File: src/rtl/jpeg_ctrl_pkg.sv
// Shared types and constants for the JPEG frame controller.
// The end-of-image marker bytes are used only when JPEG_EOI_EN is defined.
package jpeg_ctrl_pkg;

    typedef enum logic [2:0] {
        ST_IDLE       = 3'd0,
        ST_FETCH      = 3'd1,
        ST_FEED       = 3'd2,
        ST_WAIT_BLK   = 3'd3,
        ST_WAIT_FLUSH = 3'd4,
        ST_EOI        = 3'd5,
        ST_TAIL       = 3'd6,
        ST_FINISH     = 3'd7
    } ctrl_state_t;

    localparam logic [7:0] EOI_HI = 8'hFF;
    localparam logic [7:0] EOI_LO = 8'hD9;

    // Byte-enable mask with the low n lanes set.
    function automatic logic [3:0] be_mask(input logic [1:0] n);
        logic [3:0] m;
        case (n)
            2'd1:    m = 4'h1;
            2'd2:    m = 4'h3;
            2'd3:    m = 4'h7;
            default: m = 4'h0;
        endcase
        return m;
    endfunction

endpackage

File: src/rtl/jpeg_byte_packer.sv
// Output byte packer: gathers 0..2 bytes per accepted beat into 32-bit
// words, holds one finished word for the write port and counts bytes.
// An insert port lets the sequencer push the EOI marker (JPEG_EOI_EN builds).
module jpeg_byte_packer #(
    parameter int ADDR_W = 32
) (
    input  logic              clk,
    input  logic              rst_n,
    input  logic              clr,
    input  logic              active,
    input  logic [15:0]       bits,
    input  logic [1:0]        bits_valid,
    input  logic              bits_ena,
    output logic              bits_rdy,
    input  logic              ins_ena,
    output logic              ins_ack,
    input  logic              flush,
    output logic              empty,
    input  logic [ADDR_W-1:0] dst_base,
    output logic              wr_req,
    output logic [ADDR_W-1:0] wr_addr,
    output logic [31:0]       wr_data,
    output logic [3:0]        wr_be,
    input  logic              wr_ack,
    output logic [ADDR_W-1:0] byte_count
);
    import jpeg_ctrl_pkg::*;

    // Assembler bytes above asm_cnt are always kept at zero so that a
    // partial tail word goes out with its unused lanes cleared.
    logic [23:0]       asm_q;
    logic [1:0]        asm_cnt;
    logic              hold_valid;
    logic [31:0]       hold_data;
    logic [3:0]        hold_be;
    logic [ADDR_W-1:0] wcnt;

    logic              bits_acc;
    logic              flush_go;
    logic [1:0]        in_n;
    logic [15:0]       in_bytes;
    logic [2:0]        total;
    logic [39:0]       cat;

    assign bits_rdy = !hold_valid && !ins_ena;
    assign ins_ack  = ins_ena && !hold_valid;
    assign bits_acc = active && bits_ena && bits_rdy;

    // Select the incoming bytes; first byte lands in the low lane.
    always_comb begin
        in_n     = 2'd0;
        in_bytes = 16'h0000;
        if (ins_ack) begin
            in_n     = 2'd2;
            in_bytes = {EOI_LO, EOI_HI};
        end else if (bits_acc) begin
            case (bits_valid)
                2'd1:    begin in_n = 2'd1; in_bytes = {8'h00, bits[15:8]};       end
                2'd2,
                2'd3:    begin in_n = 2'd2; in_bytes = {bits[7:0], bits[15:8]};   end
                default: begin in_n = 2'd0; in_bytes = 16'h0000;                  end
            endcase
        end
    end

    assign total    = {1'b0, asm_cnt} + {1'b0, in_n};
    assign cat      = {16'h0000, asm_q} | ({24'h000000, in_bytes} << {asm_cnt, 3'b000});
    assign flush_go = flush && !hold_valid && (in_n == 2'd0) && (asm_cnt != 2'd0);
    assign empty    = !hold_valid && (asm_cnt == 2'd0) && (in_n == 2'd0);

    // Assembler, hold register, write-word counter and byte count.
    always_ff @(posedge clk or negedge rst_n) begin
        if (!rst_n) begin
            asm_q      <= '0;
            asm_cnt    <= '0;
            hold_valid <= 1'b0;
            hold_data  <= '0;
            hold_be    <= '0;
            wcnt       <= '0;
            byte_count <= '0;
        end else if (clr) begin
            asm_q      <= '0;
            asm_cnt    <= '0;
            hold_valid <= 1'b0;
            hold_be    <= '0;
            wcnt       <= '0;
            byte_count <= '0;
        end else begin
            if (hold_valid && wr_ack) begin
                hold_valid <= 1'b0;
                wcnt       <= wcnt + 1'b1;
            end
            if (total >= 3'd4) begin
                hold_data  <= cat[31:0];
                hold_be    <= 4'hF;
                hold_valid <= 1'b1;
                asm_q      <= {16'h0000, cat[39:32]};
                asm_cnt    <= total[1:0];
            end else if (flush_go) begin
                hold_data  <= {8'h00, asm_q};
                hold_be    <= be_mask(asm_cnt);
                hold_valid <= 1'b1;
                asm_q      <= '0;
                asm_cnt    <= '0;
            end else if (in_n != 2'd0) begin
                asm_q   <= cat[23:0];
                asm_cnt <= total[1:0];
            end
            byte_count <= byte_count + ADDR_W'(in_n);
        end
    end

    assign wr_req  = hold_valid;
    assign wr_addr = dst_base + (wcnt << 2);
    assign wr_data = hold_data;
    assign wr_be   = hold_be;

endmodule

File: src/rtl/jpeg_frame_ctrl.sv
// Frame sequencer around jpeg_pipeline: fetches pixel words, feeds pixels
// in raster order, waits for blocks and flush, then drains the packer.
// Optional macro JPEG_EOI_EN appends the FF D9 end-of-image marker.
//
// state         | meaning
// --------------+----------------------------------------------
// ST_IDLE       | waiting for start
// ST_FETCH      | read request for the next source word
// ST_FEED       | presenting the four pixels of the latched word
// ST_WAIT_BLK   | all pixels sent, waiting for the last done_block
// ST_WAIT_FLUSH | done_image issued, waiting for done_flush
// ST_EOI        | inserting the EOI marker (JPEG_EOI_EN only)
// ST_TAIL       | writing out any partial word
// ST_FINISH     | frame end, done pulse follows
module jpeg_frame_ctrl #(
    parameter int ADDR_W = 32,
    parameter int DIM_W  = 12
) (
    input  logic              clk,
    input  logic              rst_n,
    input  logic              start,
    input  logic [ADDR_W-1:0] src_base,
    input  logic [ADDR_W-1:0] dst_base,
    input  logic [DIM_W-1:0]  width_px,
    input  logic [DIM_W-1:0]  height_px,
    output logic              busy,
    output logic              done,
    output logic [ADDR_W-1:0] byte_count,
    output logic              rd_req,
    output logic [ADDR_W-1:0] rd_addr,
    input  logic              rd_ack,
    input  logic [31:0]       rd_data,
    output logic              wr_req,
    output logic [ADDR_W-1:0] wr_addr,
    output logic [31:0]       wr_data,
    output logic [3:0]        wr_be,
    input  logic              wr_ack,
    output logic [7:0]        pix,
    output logic              pix_ena,
    input  logic              pix_rdy,
    input  logic [15:0]       bits,
    input  logic [1:0]        bits_valid,
    input  logic              bits_ena,
    output logic              bits_rdy,
    output logic              done_image,
    input  logic              done_block,
    input  logic              done_flush
);
    import jpeg_ctrl_pkg::*;

    localparam int CNT_W = 2 * DIM_W;

    ctrl_state_t       state, nxt;
    logic [ADDR_W-1:0] src_q, dst_q;
    logic [CNT_W-1:0]  word_total, blk_total, word_k, blk_cnt;
    logic [CNT_W-1:0]  px_total, blk_calc;
    logic [1:0]        byte_sel;
    logic [31:0]       word_q;
    logic              accept, dim_zero, pix_xfer, last_byte;
    logic              ins_ena, ins_ack, tail_flush, pk_empty, img_set;

    assign accept    = (state == ST_IDLE) && start;
    assign dim_zero  = (width_px == '0) || (height_px == '0);
    assign pix_xfer  = (state == ST_FEED) && pix_rdy;
    assign last_byte = (byte_sel == 2'd3);
    assign px_total  = CNT_W'(width_px) * CNT_W'(height_px);
    assign blk_calc  = CNT_W'(width_px[DIM_W-1:3]) * CNT_W'(height_px[DIM_W-1:3]);

    assign rd_req  = (state == ST_FETCH);
    assign rd_addr = src_q + (ADDR_W'(word_k) << 2);
    assign pix_ena = (state == ST_FEED);
    assign pix     = pix_ena ? word_q[{byte_sel, 3'b000} +: 8] : 8'h00;

    // State register.
    always_ff @(posedge clk or negedge rst_n) begin
        if (!rst_n) state <= ST_IDLE;
        else        state <= nxt;
    end

    // Next-state decode and sequencing strobes.
    always_comb begin
        nxt        = state;
        ins_ena    = 1'b0;
        tail_flush = 1'b0;
        img_set    = 1'b0;
        case (state)
            ST_IDLE: begin
                if (start) nxt = dim_zero ? ST_FINISH : ST_FETCH;
            end
            ST_FETCH: begin
                if (rd_ack) nxt = ST_FEED;
            end
            ST_FEED: begin
                if (pix_rdy && last_byte)
                    nxt = (word_k == word_total - 1'b1) ? ST_WAIT_BLK : ST_FETCH;
            end
            ST_WAIT_BLK: begin
                if (blk_cnt == blk_total) begin
                    img_set = 1'b1;
                    nxt     = ST_WAIT_FLUSH;
                end
            end
            ST_WAIT_FLUSH: begin
                if (done_flush) begin
`ifdef JPEG_EOI_EN
                    nxt = ST_EOI;
`else
                    nxt = ST_TAIL;
`endif
                end
            end
            ST_EOI: begin
                ins_ena = 1'b1;
                if (ins_ack) nxt = ST_TAIL;
            end
            ST_TAIL: begin
                tail_flush = 1'b1;
                if (pk_empty) nxt = ST_FINISH;
            end
            ST_FINISH: begin
                nxt = ST_IDLE;
            end
            default: nxt = ST_IDLE;
        endcase
    end

    // Frame parameters latched on an accepted start.
    always_ff @(posedge clk or negedge rst_n) begin
        if (!rst_n) begin
            src_q      <= '0;
            dst_q      <= '0;
            word_total <= '0;
            blk_total  <= '0;
        end else if (accept) begin
            src_q      <= src_base;
            dst_q      <= dst_base;
            word_total <= px_total >> 2;
            blk_total  <= blk_calc;
        end
    end

    // Source word, byte pointer and word index for the pixel feed.
    always_ff @(posedge clk or negedge rst_n) begin
        if (!rst_n) begin
            word_q   <= '0;
            byte_sel <= '0;
            word_k   <= '0;
        end else if (accept) begin
            byte_sel <= '0;
            word_k   <= '0;
        end else if ((state == ST_FETCH) && rd_ack) begin
            word_q   <= rd_data;
            byte_sel <= '0;
        end else if (pix_xfer) begin
            byte_sel <= byte_sel + 1'b1;
            if (last_byte) word_k <= word_k + 1'b1;
        end
    end

    // done_block counter; pulses may arrive in any state.
    always_ff @(posedge clk or negedge rst_n) begin
        if (!rst_n)          blk_cnt <= '0;
        else if (accept)     blk_cnt <= '0;
        else if (done_block) blk_cnt <= blk_cnt + 1'b1;
    end

    // Status outputs: busy level, done and done_image pulses.
    always_ff @(posedge clk or negedge rst_n) begin
        if (!rst_n) begin
            busy       <= 1'b0;
            done       <= 1'b0;
            done_image <= 1'b0;
        end else begin
            done_image <= img_set;
            done       <= (state == ST_FINISH);
            if (accept)                  busy <= 1'b1;
            else if (state == ST_FINISH) busy <= 1'b0;
        end
    end

    jpeg_byte_packer #(.ADDR_W(ADDR_W)) u_packer (
        .clk        (clk),
        .rst_n      (rst_n),
        .clr        (accept),
        .active     (state != ST_IDLE),
        .bits       (bits),
        .bits_valid (bits_valid),
        .bits_ena   (bits_ena),
        .bits_rdy   (bits_rdy),
        .ins_ena    (ins_ena),
        .ins_ack    (ins_ack),
        .flush      (tail_flush),
        .empty      (pk_empty),
        .dst_base   (dst_q),
        .wr_req     (wr_req),
        .wr_addr    (wr_addr),
        .wr_data    (wr_data),
        .wr_be      (wr_be),
        .wr_ack     (wr_ack),
        .byte_count (byte_count)
    );

endmodule

File: config.mk
export PLATFORM = sky130hd
export DESIGN_NAME = jpeg_frame_ctrl
export DESIGN_NICKNAME = d
export VERILOG_FILES = /design/src/rtl/jpeg_ctrl_pkg.sv /design/src/rtl/jpeg_byte_packer.sv /design/src/rtl/jpeg_frame_ctrl.sv
export SDC_FILE = /design/constraint.sdc
export NUM_CORES = 1
export LEC_CHECK = 0
export CORE_UTILIZATION = 55
export CTS_CLUSTER_DIAMETER = 100
export DETAILED_ROUTE_END_ITERATION = 7
export PLACE_DENSITY = 0.79
export SLEW_MARGIN = 5
export SYNTH_ARGS = -nofsm -noshare
export SYNTH_HDL_FRONTEND = slang
export SYNTH_SLANG_ARGS = --single-unit
File: constraint.sdc
create_clock -name clk -period 8.7 [get_ports clk]
set_input_delay 1.74 -clock clk [delete_from_list [all_inputs] [get_ports clk]]
set_output_delay 1.74 -clock clk [all_outputs]
set_load 0.02 [all_outputs]
# Yosys cells after proc, flatten, opt, wreduce, memory -nomap -nowiden
# Index checks and enable logic that the tools add are counted.
[totals] output_inout_bits=147 reg_bits=319 elab_cells=152
[op_classes] n_mul=2 shift=2 mux=53 eq_ne=24 reduce_logical=40 magnitude_cmp=1 add_sub_neg=9 bitwise=2
[ops] op="$mux 24" count=10
[ops] op="$mux 32" count=5
[ops] op="$add 24x1->24 const B" count=2
[ops] op="$or 24x40->40" count=1
[ops] op="$shl 16x5->40" count=1
[ops] op="$add 32x1->32 const B" count=1
[ops] op="$add 32x2->32" count=1
[ops] op="$add 32x26->32" count=1
[ops] op="$add 32x32->32" count=1
[ops] op="$mux 16" count=2
[ops] op="$pmux 16 s2" count=1
[ops] op="$shiftx 32x6->8" count=1
[ops] op="$eq 24x18->1" count=1
[ops] op="$eq 24x24->1" count=1
[ops] op="$logic_not 12->1" count=2
[ops] op="$mul 12x12->24" count=1
[ops] op="$mux 3" count=8
[ops] op="$pmux 3 s8" count=1
[ops] op="$sub 22x1->23 const B" count=1
[ops] op="$mux 2" count=10
[ops] op="$mul 9x9->18" count=1
[ops] op="$reduce_bool 2->1" count=8
[ops] op="$logic_and 1x1->1" count=14
[ops] op="$eq 3x3->1 const B" count=4
[ops] op="other kinds (25)" count=54

# Logic depth before layout (Yosys ltp)
[logic_depth] depth_word=13 depth_mapped=21 depth_no_buf=21

# Hierarchy
# Synthesis repeated with hierarchy kept, for this count alone.
[hier_totals] cells_unflattened=2668 hier_area_um2=23477.5
[by_module_without_submodules] mod="jpeg_frame_ctrl" area_per_inst_um2=15989.1 seq_area_each_um2=4804.6 instances=1 cells_per_inst=1821
[by_module_without_submodules] mod="jpeg_byte_packer" area_per_inst_um2=7488.4 seq_area_each_um2=3128.0 instances=1 cells_per_inst=847

# Least setup slack after synthesis
# OpenSTA, ideal clock, no wires.
[synth_timing] path_type="input port to flip-flop" from="in width_px[3]" to="reg word_total[21]" path_buffers=1 path_slack_ns=1.700 arrival_ns=6.876 required_ns=8.576 stages=20 cell_sequence="clkbuf_1 and2_1 fa_1 inv_1 fa_1 inv_1 fa_1 fa_1 inv_1 fa_1 inv_1 ha_1 and3_1 a221o_1 a31o_2 a31oi_1 o21ai_0 o41ai_2 o221ai_1 o31a_1"
[synth_via] elab_chain_len=1
[synth_lines] item="from (decl)" line_no="jpeg_frame_ctrl.sv:24" rtl="input logic [DIM_W-1:0] width_px,"
[synth_lines] item="$mul 12x12->24" line_no="jpeg_frame_ctrl.sv:66" rtl="assign px_total = CNT_W'(width_px) * CNT_W'(height_px);"
[synth_lines] item="to (signal assigned)" line_no="jpeg_frame_ctrl.sv:137" rtl="word_total <= px_total >> 2;"
[synth_lines] item="to (decl)" line_no="jpeg_frame_ctrl.sv:55" rtl="logic [CNT_W-1:0] word_total, blk_total, word_k, blk_cnt;"
# Every way passes these cells.
# A chain may end at the register's enable or synchronous reset.

# Worst setup path in the final report
[layout_timing] from="in width_px[5]" to="reg word_total[21]"
# Same word-level chain as after synthesis.

==> out/qor.csv <==
stage,metric,value,unit
synth,synth_edf_count,0,
hold_path,hold_depth,2,
die,fp-row-count,75,
job,drv_cap,0,
critical_path,cp_num_buf_inv,5,
clock_tree,worstSkewPairLatency,550,ps
die,pin_count,294,
critical_path,timing.rr.end,u_packer.wr_data[5],
route,num_vias,19410,
timing,fin_crit_sh,85.3,%
clock_tree,path_clk_slew,60,ps
synth,synth_top_area_share,33.9,%
synth,async_reset_ff_share,100,%
synth,synth_cell_types,81,
synth,synth-seq-cells,317,
route,first_pass_iters,5,
timing,setup_violations,0,
critical_path,slowest_stage,clkdlybuf4s50_1,
clock_tree,cts_sinks,317,
finish,fillers,3396,
critical_path,r2r_slack,4430,ps
hold_path,whs_endpoint,u_packer.wr_data[21],
timing,fmax,135,MHz
critical_path,rr_worst_depth,10,
placed_design,gp_congestion,0.911,
clock_tree,cts_tree,built,
placed_design,port_buffers,293,
global_route,grt_usage,29.1,%
critical_path,max_stage_delay,660,ps
clock_tree,cts-root-buf,clkbuf_16,
clock_tree,htreeDepth,2,
synth,synth.most_common_cell,nand2_1,
power_and_ir_drop,p_per_area,306,nW/µm²
finish,synthToLayoutAreaGrowth,19.4,%
route,dr.first_iter.drc_count,1462,
route,viasPerCell,5.64,
critical_path,crit_family,adder cells,
hold_path,hold_path_class,reg -> reg,
finish,final_util,66.6,%
die,die_w,208,µm
timing,worstMarginPinSlew,1160,ps
placed_design,place_ws,740,ps
finish,multi_input_area,14100,µm²
global_route,grt_pass1_wl,102000,µm
power_and_ir_drop,peakVddDrop,0.166,mV
finish,drive_gt1_share,4.90,%
synth,netlist_area,23400,µm²
global_route,grt_overflow_total,0,
die,die_y,208,µm
timing,setup_slack,1280,ps
status,status,"complete, no violations",
timing,fin_skew,15.0,ps
power_and_ir_drop,p_leak,13.5,nW
synth,netlist_instances,2630,
global_route,grt_antenna_before_repair,0,
clock_tree,clockBufferDepth,3,
synth,yosysSeqAreaShare,33.9,%
critical_path,crit_fanout,13,
synth,synth_common_cells,"458 x nand2_1, 317 x dfrtp_1, 240 x inv_1",
route,routed_wl,62800,µm
critical_path,r2r_start,state[1],
critical_path,crit_arrival,7840,ps
synth,synth_area_leader_cell,dfrtp_1,
clock_tree,postCtsSetupBuffers,0,
clock_tree,postCtsHoldBufs,0,
timing,rsz0062_at_grt,no,
synth,synth.avg_cell_area,8.89,µm²
die,start_util,55.7,%
timing,timing.setup.tns,0,ps
timing,slew_violations,0,
critical_path,start_kind,primary input,
route,wl_per_cell,18.3,µm
clock_tree,cts_resized,0,
timing,slew_headroom,22.0,%
timing,finalHoldViolCount,0,
critical_path,worstPathCellList,clkdlybuf4s50_1 -> and2_1 -> fa_1 -> inv_1 -> fa_1 -> inv_1 -> fa_1 -> fa_1 -> inv_1 -> fa_1 -> inv_1 -> ha_1 -> and3_1 -> a221o_1 -> a31o_2 -> a31oi_1 -> o21ai_0 -> o41ai_2 -> o221ai_1 -> o31a_1,
global_route,grt_start_max_net_pins,152,
finish,register_area,7930,µm²
global_route,grt_pass1_vias,19790,
clock_tree,cts_made_buffers,37,
critical_path,path_common_cell,fa_1,
timing,min_period,7420,ps
finish,finalNetCount,3281,
critical_path,crit_type,in -> reg,
hold_path,hold_start,u_packer.wr_data[21],
route,ant_nets,0,
die,dieArea,43300,µm²
critical_path,worstPathRequired,9120,ps
critical_path,worst_setup_path_end_kind,flop,
synth,synth_area_leaders,"dfrtp_1 34%, fa_1 10%, ha_1 7.7%",
synth,synth_nets,3041,
placed_design,dpl.hpwl,47900,µm
synth,yosys_warnings,0,
die,core_area,41900,µm²
synth,synthFlopType,dfrtp_1,
route,drc,0,
==> power breakdown <==
part           switching (W)  leakage, nW  total [W]  internal, W
Combinational        0.00261         8.81    0.00460      0.00199
Clock               0.000627        0.607    0.00157     0.000948
Sequential          0.000441         4.13    0.00238      0.00194
Total                0.00368         13.5    0.00855      0.00488
==> sequential cells by signal, indices dropped and copies added (netlist names), 2 cells and up <==
signal and flops:
dst_q 32, u_packer.wcnt 30, word_k 24, u_packer.asm_q 24, u_packer.byte_count 32, u_packer.wr_data 32
src_q 32, blk_total 18, word_q 32, blk_cnt 24, state 3, byte_sel 2
word_total 22, u_packer.wr_be 4, u_packer.asm_cnt 2
==> logic make-up after synthesis <==
family | Yosys count | synth area share, %
simple gates | 1023 | 20.3
mux | 55 | 3.03
xor+xnor | 205 | 7.68
flops | 317 | 33.9
buf+inv | 349 | 5.75
fa+ha+maj | 264 | 18.0
compound gates | 417 | 11.3
==> placed cells by master, fill, tap and decap left out, types with 11 or more instances in the layout <==
cell type	count
nand4_1	26
clkbuf_1	11
a21o_1	31
nor2b_1	23
mux2_2	36
o21ai_0	112
and3_1	43
or3_1	19
buf_4	16
nand2_1	457
inv_1	240
a211oi_1	17
clkdlybuf4s50_1	292
o21a_1	18
and2_1	67
nor2_1	216
xor2_1	125
a21oi_1	131
nand2b_1	19
clkbuf_16	39
nor4_1	13
nor3_1	32
fa_1	121
nand3_1	54
ha_1	143
xnor2_1	80
dfrtp_1	317
and4_1	11
==> through the flow <==
| step | instance area (µm²) | hold slack, ps | cells | power [W] |
|---|---|---|---|---|
| 3_5_place_dp | 26700 | 469 | 3370 | 0.00697 |
| 5_1_grt | 27900 | 502 | 3437 | 0.00918 |
| 6_report | 27900 | 474 | 3439 | 0.00855 |
| 4_1_cts | 27900 | 483 | 3437 | 0.00858 |
| 2_1_floorplan | 23400 | 447 | 2630 | 0.00544 |
| 3_3_place_gp | 26700 | 463 | 3370 | 0.00682 |
==> worst reg2reg max path: stages, from the launching register on <==
cell and delay (ps):
dfrtp_1 890, nand2b_1 220, nor2_1 60, buf_4 210
or2_2 340, inv_1 120, fa_1 700, nand2b_1 340
nand2_1 630, buf_4 430, o21ai_0 180
==> layer usage <==
metal / share of wire [%] / GRT usage (%) / wire length, µm
met1: 43 / 38.2 / 27100
met2: 49 / 49.8 / 30600
met3: 5.1 / 3.85 / 3230
met4: 2.9 / 9.40 / 1830
met5: 0 / 0 / 0
==> cell type report <==
type	count	area share, %
Multi-Input combinational cell	1964	50.5
Sequential cell	317	28.4
Timing Repair Buffer	310	11.0
Clock buffer	54	3.84
Inverter	240	3.23
Tap cell	539	2.41
Clock inverter	13	0.538
Antenna cell	2	0.0179
==> worst max-delay path by stage <==
| stage | startpoint | end | slack [ps] | cells after the start |
|---|---|---|---|---|
| after floorplan | width_px[3] | word_total[21] | 1700 | 20 |
| after global placement | width_px[5] | word_total[21] | 840 | 20 |
| after detailed placement | width_px[5] | word_total[21] | 740 | 20 |
| after CTS | width_px[5] | word_total[21] | 1300 | 20 |
| after global routing | width_px[5] | word_total[21] | 1050 | 20 |
| final | width_px[5] | word_total[21] | 1280 | 20 |
Power figures use the tool's default switching activity.
